**config.mk**
```make
export PLATFORM = sky130hd
export DESIGN_NAME = imem_boot
export DESIGN_NICKNAME = d
export VERILOG_FILES = /design/src/rtl/imem_boot_pkg.sv /design/src/rtl/imem_boot_array.sv /design/src/rtl/imem_boot.sv
export SDC_FILE = /design/constraint.sdc
export NUM_CORES = 2
export LEC_CHECK = 0
export ABC_CLOCK_PERIOD_IN_PS = 3800
export CAP_MARGIN = 10
export CORE_MARGIN = 5
export CORE_UTILIZATION = 60
export CTS_BUF_LIST = sky130_fd_sc_hd__clkbuf_4 sky130_fd_sc_hd__clkbuf_8 sky130_fd_sc_hd__clkbuf_16
export CTS_CLUSTER_SIZE = 28
export DETAILED_ROUTE_END_ITERATION = 10
export PLACE_DENSITY = 0.73
export SYNTH_ARGS = -nofsm -noshare
export SYNTH_HDL_FRONTEND = slang
export SYNTH_SLANG_ARGS = --single-unit
export TNS_END_PERCENT = 20
```
**constraint.sdc**
```tcl
create_clock -name clk_i -period 3.8 [get_ports clk_i]
set_clock_uncertainty 0.1 [all_clocks]
set_input_delay 0.57 -clock clk_i [delete_from_list [all_inputs] [get_ports clk_i]]
set_output_delay 0.57 -clock clk_i [all_outputs]
set_load 0.01 [all_outputs]
```
**src/rtl/imem_boot_pkg.sv**
```systemverilog
// imem_boot_pkg: shared constants and state encoding for the boot loader /
// instruction-memory responder.
//   IMB_INST_WIDTH  instruction / loader byte width
//   IMB_INST_DEPTH  instruction address width
//   IMB_RST_HOLD    cycles cpu_rst stays high after a good checksum
//   imb_state_e     loader FSM states
package imem_boot_pkg;
  localparam int IMB_INST_WIDTH  = 8;
  localparam int IMB_INST_DEPTH  = 8;
  localparam int IMB_RST_HOLD    = 2;
  localparam int IMB_STATE_WIDTH = 3;

  typedef enum logic [IMB_STATE_WIDTH-1:0] {
    IMB_LOAD    = 3'd0,
    IMB_CHECK   = 3'd1,
    IMB_RELEASE = 3'd2,
    IMB_RUN     = 3'd3,
    IMB_ERROR   = 3'd4
  } imb_state_e;
endpackage

```
**src/rtl/imem_boot_array.sv**
```systemverilog
// imem_boot_array: program storage, one synchronous write port and one
// combinational read port. Contents are not reset.
//   clk_i               write clock
//   we_i/waddr_i/wdata_i write port
//   raddr_i/rdata_o     zero-latency read port
module imem_boot_array #(
  parameter int W = 8,
  parameter int A = 8
) (
  input  logic         clk_i,
  input  logic         we_i,
  input  logic [A-1:0] waddr_i,
  input  logic [W-1:0] wdata_i,
  input  logic [A-1:0] raddr_i,
  output logic [W-1:0] rdata_o
);
  logic [W-1:0] mem [2**A];

  always_ff @(posedge clk_i) begin
    if (we_i) mem[waddr_i] <= wdata_i;
  end

  assign rdata_o = mem[raddr_i];
endmodule

```
**src/rtl/imem_boot.sv**
```systemverilog
// imem_boot: accepts a program over a byte-wide valid/ready port while the CPU
// is held in reset, verifies a two's-complement checksum, then releases the
// CPU and serves instructions combinationally from the stored program.
//   clk_i, rst_ni       clock, async active-low reset
//   ld_valid_i/ld_ready_o/ld_data_i/ld_last_i  loader handshake
//   reload_i            restart loading (any state)
//   imem_addr_i/imem_data_o  instruction fetch (data is 0 outside RUN)
//   cpu_rst_o           active-high CPU reset
//   load_err_o          sticky checksum/overflow error
//   prog_len_o          number of program bytes stored
module imem_boot
  import imem_boot_pkg::*;
#(
  parameter int INST_WIDTH = IMB_INST_WIDTH,
  parameter int INST_DEPTH = IMB_INST_DEPTH,
  parameter int RST_HOLD   = IMB_RST_HOLD
) (
  input  logic                  clk_i,
  input  logic                  rst_ni,
  input  logic                  ld_valid_i,
  output logic                  ld_ready_o,
  input  logic [INST_WIDTH-1:0] ld_data_i,
  input  logic                  ld_last_i,
  input  logic                  reload_i,
  input  logic [INST_DEPTH-1:0] imem_addr_i,
  output logic [INST_WIDTH-1:0] imem_data_o,
  output logic                  cpu_rst_o,
  output logic                  load_err_o,
  output logic [INST_DEPTH:0]   prog_len_o
);
  localparam int MEM_WORDS = 2**INST_DEPTH;
  localparam int PTR_W     = INST_DEPTH + 1;
  localparam int CNT_W     = (RST_HOLD > 1) ? $clog2(RST_HOLD) : 1;

  imb_state_e            state_q, state_d;
  logic [PTR_W-1:0]      ptr_q, ptr_d;
  logic [INST_WIDTH-1:0] sum_q, sum_d, sum_nxt;
  logic [CNT_W-1:0]      cnt_q, cnt_d;
  logic                  ld_ready_q, cpu_rst_q, load_err_q;
  logic                  accept, we;
  logic [INST_WIDTH-1:0] rdata;

  assign accept  = ld_valid_i & ld_ready_q;
  // Truncated to byte width so the checksum test is mod 256.
  assign sum_nxt = sum_q + ld_data_i;

  always_comb begin
    state_d = state_q;
    ptr_d   = ptr_q;
    sum_d   = sum_q;
    cnt_d   = cnt_q;
    we      = 1'b0;
    if (reload_i) begin
      // Takes priority over any handshake in the same cycle.
      state_d = IMB_LOAD;
      ptr_d   = '0;
      sum_d   = '0;
      cnt_d   = '0;
    end else begin
      case (state_q)
        IMB_LOAD: if (accept) begin
          we    = 1'b1;
          sum_d = sum_nxt;
          ptr_d = ptr_q + 1'b1;
          if (ld_last_i)                                state_d = IMB_CHECK;
          else if (ptr_q == PTR_W'(MEM_WORDS - 1))      state_d = IMB_ERROR;
        end
        IMB_CHECK: if (accept) begin
          if (sum_nxt == '0) begin
            state_d = IMB_RELEASE;
            cnt_d   = '0;
          end else begin
            state_d = IMB_ERROR;
          end
        end
        IMB_RELEASE: begin
          if (cnt_q == CNT_W'(RST_HOLD - 1)) state_d = IMB_RUN;
          else                               cnt_d   = cnt_q + 1'b1;
        end
        IMB_RUN, IMB_ERROR: ;
        default: state_d = IMB_ERROR;
      endcase
    end
  end

  // Outputs are registered from the next state so they change with the state.
  always_ff @(posedge clk_i or negedge rst_ni) begin
    if (!rst_ni) begin
      state_q    <= IMB_LOAD;
      ptr_q      <= '0;
      sum_q      <= '0;
      cnt_q      <= '0;
      ld_ready_q <= 1'b1;
      cpu_rst_q  <= 1'b1;
      load_err_q <= 1'b0;
    end else begin
      state_q    <= state_d;
      ptr_q      <= ptr_d;
      sum_q      <= sum_d;
      cnt_q      <= cnt_d;
      ld_ready_q <= (state_d == IMB_LOAD) || (state_d == IMB_CHECK);
      cpu_rst_q  <= (state_d != IMB_RUN);
      load_err_q <= (state_d == IMB_ERROR);
    end
  end

  imem_boot_array #(.W(INST_WIDTH), .A(INST_DEPTH)) u_array (
    .clk_i   (clk_i),
    .we_i    (we),
    .waddr_i (ptr_q[INST_DEPTH-1:0]),
    .wdata_i (ld_data_i),
    .raddr_i (imem_addr_i),
    .rdata_o (rdata)
  );

  // ptr always equals the number of bytes stored in the current load.
  assign prog_len_o  = ptr_q;
  assign ld_ready_o  = ld_ready_q;
  assign cpu_rst_o   = cpu_rst_q;
  assign load_err_o  = load_err_q;
  assign imem_data_o = (state_q == IMB_RUN) ? rdata : '0;
endmodule

```
== After elaboration in Yosys (flattened, before gate mapping) ==
Memory sizes are Yosys's and may differ from the RTL's.
Index checks and enable logic that the tools add are counted.

* $add $sub $neg: 3
* Eq/ne operators: 10
* Mux-type cells: 25
* Bitwise operators: 1
* Reduce and logical (&&, ||, !) cells: 10

{| class="wikitable"
|+ Operator list
! operator !! number
|-
| $mux W8 || 4
|-
| $mux W9 || 3
|-
| $mux W3 || 7
|-
| $pmux W3 S4 || 1
|-
| $add A9 B1 Y9 const B || 1
|-
| $eq A9 B8 Y1 const B || 1
|-
| $mux W1 || 9
|-
| $add A8 B8 Y8 || 1
|-
| $logic_not A8 Y1 || 1
|-
| $eq A3 B1 Y1 const B || 2
|-
| $eq A3 B2 Y1 const B || 2
|-
| $eq A3 B3 Y1 const B || 2
|-
| $logic_not A3 Y1 || 2
|-
| $ne A3 B3 Y1 const B || 2
|-
| $reduce_bool A2 Y1 || 2
|-
| $ne A3 B2 Y1 const B || 1
|-
| $reduce_and A3 Y1 || 1
|-
| $reduce_bool A3 Y1 || 1
|-
| $pmux W1 S2 || 1
|-
| $reduce_and A2 Y1 || 1
|-
| $reduce_or A2 Y1 || 1
|-
| $add A1 B1 Y1 const B || 1
|-
| $and A1 B1 Y1 || 1
|-
| $logic_or A1 B1 Y1 || 1
|}

* Register bits: 24
* Bits in writable memories: 2048
* Bits of input ports: 21
* Logic and storage cells: 57
* Memories kept: 1

{| class="wikitable"
|+ Memory list
! memory !! depth !! width !! rd ports !! clocked after Yosys merged registers in !! wr ports !! RTL line !! RTL
|-
| u_array.mem || 256 || 8 || 1 || 0 || 1 || imem_boot_array.sv:17 || <nowiki>logic [W-1:0] mem [2**A];</nowiki>
|}

== Longest topological paths before layout ==
* Word-level depth: 8
* Mapped depth: 11
* Gate-level depth less buffers: 8

== Cells and area by module ==
Synthesis repeated with hierarchy kept, for this count alone.

* Cell total of the unflattened synthesis: 3888
* Area total of the unflattened synthesis: 80886.3 um^2

{| class="wikitable"
|+ By module, submodules not included
! module !! times used !! cells an instance !! area an instance (um^2) !! sequential area each (um^2)
|-
| imem_boot_array || 1 || 3725 || 79396.1 || 61499.0
|-
| imem_boot || 1 || 163 || 1490.2 || 603.1
|}

== Least setup slack after synthesis ==
No wires, ideal clock.

* Kind: input-to-output
* From: input imem_addr_i[1]
* To: output imem_data_o[0]
* Arrival: 2714 ps
* Data required time: 3130 ps
* Path slack: 416 ps
* Stages: 8
* Cells stage by stage: buf_2 > buf_4 > clkbuf_1 > clkbuf_1 > mux4_2 > mux4_2 > a221oi_1 > nand3_1

* Word-level cells in the longest chain between the ends: 2

{| class="wikitable"
|+ Ends and longest elaborated chain
! item !! RTL line !! RTL
|-
| start, declared || imem_boot.sv:25 || <nowiki>input logic [INST_DEPTH-1:0] imem_addr_i,</nowiki>
|-
| $mem_v2 Z256 W8 || n/a ||
|-
| $mux W8 || imem_boot.sv:121 || <nowiki>assign imem_data_o = (state_q == IMB_RUN) ? rdata : '0;</nowiki>
|-
| end, declared || imem_boot.sv:26 || <nowiki>output logic [INST_WIDTH-1:0] imem_data_o,</nowiki>
|}

Every way passes these cells.

== Final worst setup path ==
* From: input imem_addr_i[3]
* To: output imem_data_o[6]

The elaborated chain is that of the path after synthesis.

==> results.sh <==
export IMPL_synth_simple_area_share_pct=3.194
export IMPL_clk_pin_slew_ns=0.07
export IMPL_cts_tree="yes"
export IMPL_maxSlewHeadroom_pct=19.85
export IMPL_grt_max_degree=219
export IMPL_place_congestion=0.9679
export IMPL_startpoint_type="primary input"
export IMPL_vdd_ir_drop_max_uv=542.2
export IMPL_io_buffers=40
export IMPL_p_leak_nw=30.60
export IMPL_grt_pass1_wl_mm=301.3
export IMPL_core_area_mm2=0.1333
export IMPL_via_per_inst=6.721
export IMPL_wl_mm=207.5
export IMPL_drtAntennaViolNets=0
export IMPL_yosysWarningCount=0
export IMPL_grt_pass1_vias=42580
export IMPL_setup_viol=8
export IMPL_worstPathArrival_ns=3.43
export IMPL_cp_end_kind="output pin"
export IMPL_ys_flop_type="edfxtp_1"
export IMPL_antenna_found_initial=6
export IMPL_violations="setup timing"
export IMPL_fin_ws_ns=-0.3036
export IMPL_cts_root_buf="clkbuf_16"
export IMPL_wl_per_cell_um=33.01
export IMPL_finalHoldViolCount=0
export IMPL_fp_dieH_um=375.9
export IMPL_grt_usage_pct=29.81
export IMPL_num_io_pins=41
export IMPL_fin_crit_ns=4.104
export IMPL_hold_depth=1
export IMPL_worstHoldPathType="primary input to flip-flop"
export IMPL_rr_worst_depth=5
export IMPL_dieArea_mm2=0.1413
export IMPL_hold_path_startpoint="ld_data_i[2]"
export IMPL_syn_nets=3766
export IMPL_grt_overflow=0
export IMPL_synth_most_common_cell="edfxtp_1"
export IMPL_synthCells=3732
export IMPL_fp_row_count=134
export IMPL_tightest_slew_ns=1.202
export IMPL_synth_cell_type_count=65
export IMPL_synth_common_cells="2048 x edfxtp_1, 535 x mux4_2, 355 x nor2_1, 110 x clkbuf_1, 105 x o22ai_1"
export IMPL_synthArstFlopShare_pct=1.158
export IMPL_syn_area_mm2=0.08034
export IMPL_min_period_over_period_pct=108.0
export IMPL_status="finished, violations left"
export IMPL_yosys_top_cells_area="edfxtp_1 77%, mux4_2 15%, nor2_1 1.7%"
export IMPL_fmax_mhz=243.7
export IMPL_synth_top_family_by_area="multiplexers"
export IMPL_cts_sinks=2072
export IMPL_synth_xor_area_share_pct=0.1199
export IMPL_synth_compound_area_share_pct=1.761
export IMPL_clk_latency_ns=0.82
export IMPL_pre_cts_slack_ns=-1.394
export IMPL_p_per_area_mw_per_mm2=501.5
export IMPL_max_cap_viol_count=0
export IMPL_clk_path_buf_depth=3
export IMPL_syn_to_final_growth_pct=17.28
export IMPL_crit_type="primary input to output pin"
export IMPL_ys_seq_area_share_pct=77.29
export IMPL_synth_top_area_cell="edfxtp_1"
export IMPL_numCtsBuffers=197
export IMPL_synth_edf_count=2048
export IMPL_nNetsFinal=4388
export IMPL_path_max_fanout=8
export IMPL_drtIter0Drc=6055
export IMPL_synth_top_area_share_pct=76.54
export IMPL_r2r_end="u_array.mem[228][1]"
export IMPL_drive_gt1_share_pct=35.27
export IMPL_initial_core_util_pct=60.28
export IMPL_vias=42240
export IMPL_maxSlewViolCount=0
export IMPL_h_tree_depth=4
export IMPL_drc=0
export IMPL_hold_end="u_array.mem[182][2]"
export IMPL_cp_data_required_time_ns=3.13
export IMPL_die_w_um=375.9
export IMPL_synth_seq_cells=2072
export IMPL_worstReg2RegStart="prog_len_o[5]"
export IMPL_hpwlAfterDp_mm=129.6
export IMPL_tns_ns=-1.926
export IMPL_synth_area_per_cell_um2=21.53
export IMPL_first_pass_iters=6
export IMPL_r2r_setup_slack_ns=0.61
export IMPL_synth_area_mux_share_pct=16.04
export IMPL_yosys_area_share_adder_pct=0.2118
export IMPL_rsz0062_at_grt="true"
area by class of cell:
cell class / count / area [µm²]
diodes: 3 / 7.507
clock buffers: 236 / 5240
clock inverters: 123 / 1260
fillers: 7572 / 39060
inverters: 11 / 45.04
multi-input cells: 1429 / 17610
flip-flops and latches: 2072 / 62100
well taps: 1768 / 2212
repair buffers: 643 / 5753
routing by layer:
metal | global-route usage (%) | up-vias | part of all wire (%)
li1 | - | 16820 | -
met1 | 40.82 | 22140 | 36
met2 | 47.15 | 2794 | 49
met3 | 7.197 | 486 | 11
met4 | 12.31 | 0 | 4.8
met5 | 0 | - | 0
what timing repair did:
action,CTS,global route
pin swaps,21,9
hold buffers,2,0
gates resized for setup,134,17
buffers inserted,0,0
endpoints found under the setup margin,8,8
endpoints found under the hold margin,5,0
worst max path at each step:
stage                                end                 from  depth (start not counted)  slack [ns]
after global routing      imem_data_o[6]           state_q[2]                         10       -0.36
after floorplan           imem_data_o[0]       imem_addr_i[1]                          8        0.42
after detailed placement  imem_data_o[3]       imem_addr_i[0]                         12       -1.39
after CTS                 imem_data_o[6]  u_array.mem[115][6]                          6       -0.26
final                     imem_data_o[6]       imem_addr_i[3]                         10       -0.30
after global placement    imem_data_o[3]       imem_addr_i[0]                         12       -1.40
where the power goes:
| part | internal [W] | total (W) | leakage, nW | switching [W] |
|---|---|---|---|---|
| Sequential | 0.0251 | 0.0252 | 18.7 | 0.0000169 |
| Combinational | 0.000990 | 0.00247 | 8.66 | 0.00148 |
| Clock | 0.0112 | 0.0196 | 3.22 | 0.00846 |
logic make-up after synthesis:
| group | after synthesis |
|---|---|
| compound gates | 213 |
| fa+ha+maj | 13 |
| flops | 2072 |
| buf+inv | 231 |
| simple gates | 577 |
| mux | 615 |
| xor+xnor | 11 |
flip-flops by register name, summed over array words and instances (netlist names):
| register | cells |
|---|---|
| u_array.mem | 2048 |
| prog_len_o | 9 |
| sum_q | 8 |
| state_q | 3 |
| cnt_q | 1 |
| cpu_rst_o | 1 |
| ld_ready_o | 1 |
| load_err_o | 1 |
worst max-delay path: stages:
cell and delay (ns):
clkdlybuf4s50_1 0.39, buf_4 0.16, or4b_2 0.68, buf_6 0.20, o22ai_1 0.33, nor4_2 0.10, nand2_2 0.15, nand2_1 0.06
a2111o_1 0.57, buf_6 0.19
metrics by stage:
| stage | cell area, µm² | hold slack [ns] | instances | utilization, % | total power, W |
|---|---|---|---|---|---|
| after floorplan | 80340 | 0.1744 | 3732 | - | 0.02679 |
| after global placement | 87220 | 0.4176 | 5923 | 65.43 | 0.02798 |
| after detailed placement | 87220 | 0.4288 | 5923 | 65.43 | 0.02803 |
| after CTS | 94130 | 0.05899 | 6282 | 70.62 | 0.04744 |
| after global routing | 94230 | 0.07829 | 6283 | 70.69 | 0.04859 |
| final | 94230 | 0.08918 | 6285 | 70.70 | 0.04725 |
cell usage in the layout, fill, tap and decap left out, types with 8 or more instances in the layout:
master and n:
edfxtp_1 2048, mux4_2 535, buf_4 535, nor2_1 341, clkbuf_16 198, o22ai_1 96, mux2i_1 64, buf_12 57
nand2_1 52, clkbuf_4 38, nand3_1 36, clkinv_1 36, clkinv_2 35, a211oi_1 27, nor3_1 22, dfrtp_1 22
a21oi_1 21, bufinv_16 19, clkdlybuf4s50_1 19, or2_2 15, buf_6 14, mux2_2 12, o21ai_0 12, ha_1 12
clkinvlp_4 11, inv_1 10, o22ai_2 9, nor2b_1 9, or3_1 9, nor4_1 9, o221ai_1 8, inv_6 8
clkbuf_8 8
(Power assumes the default switching activity.)
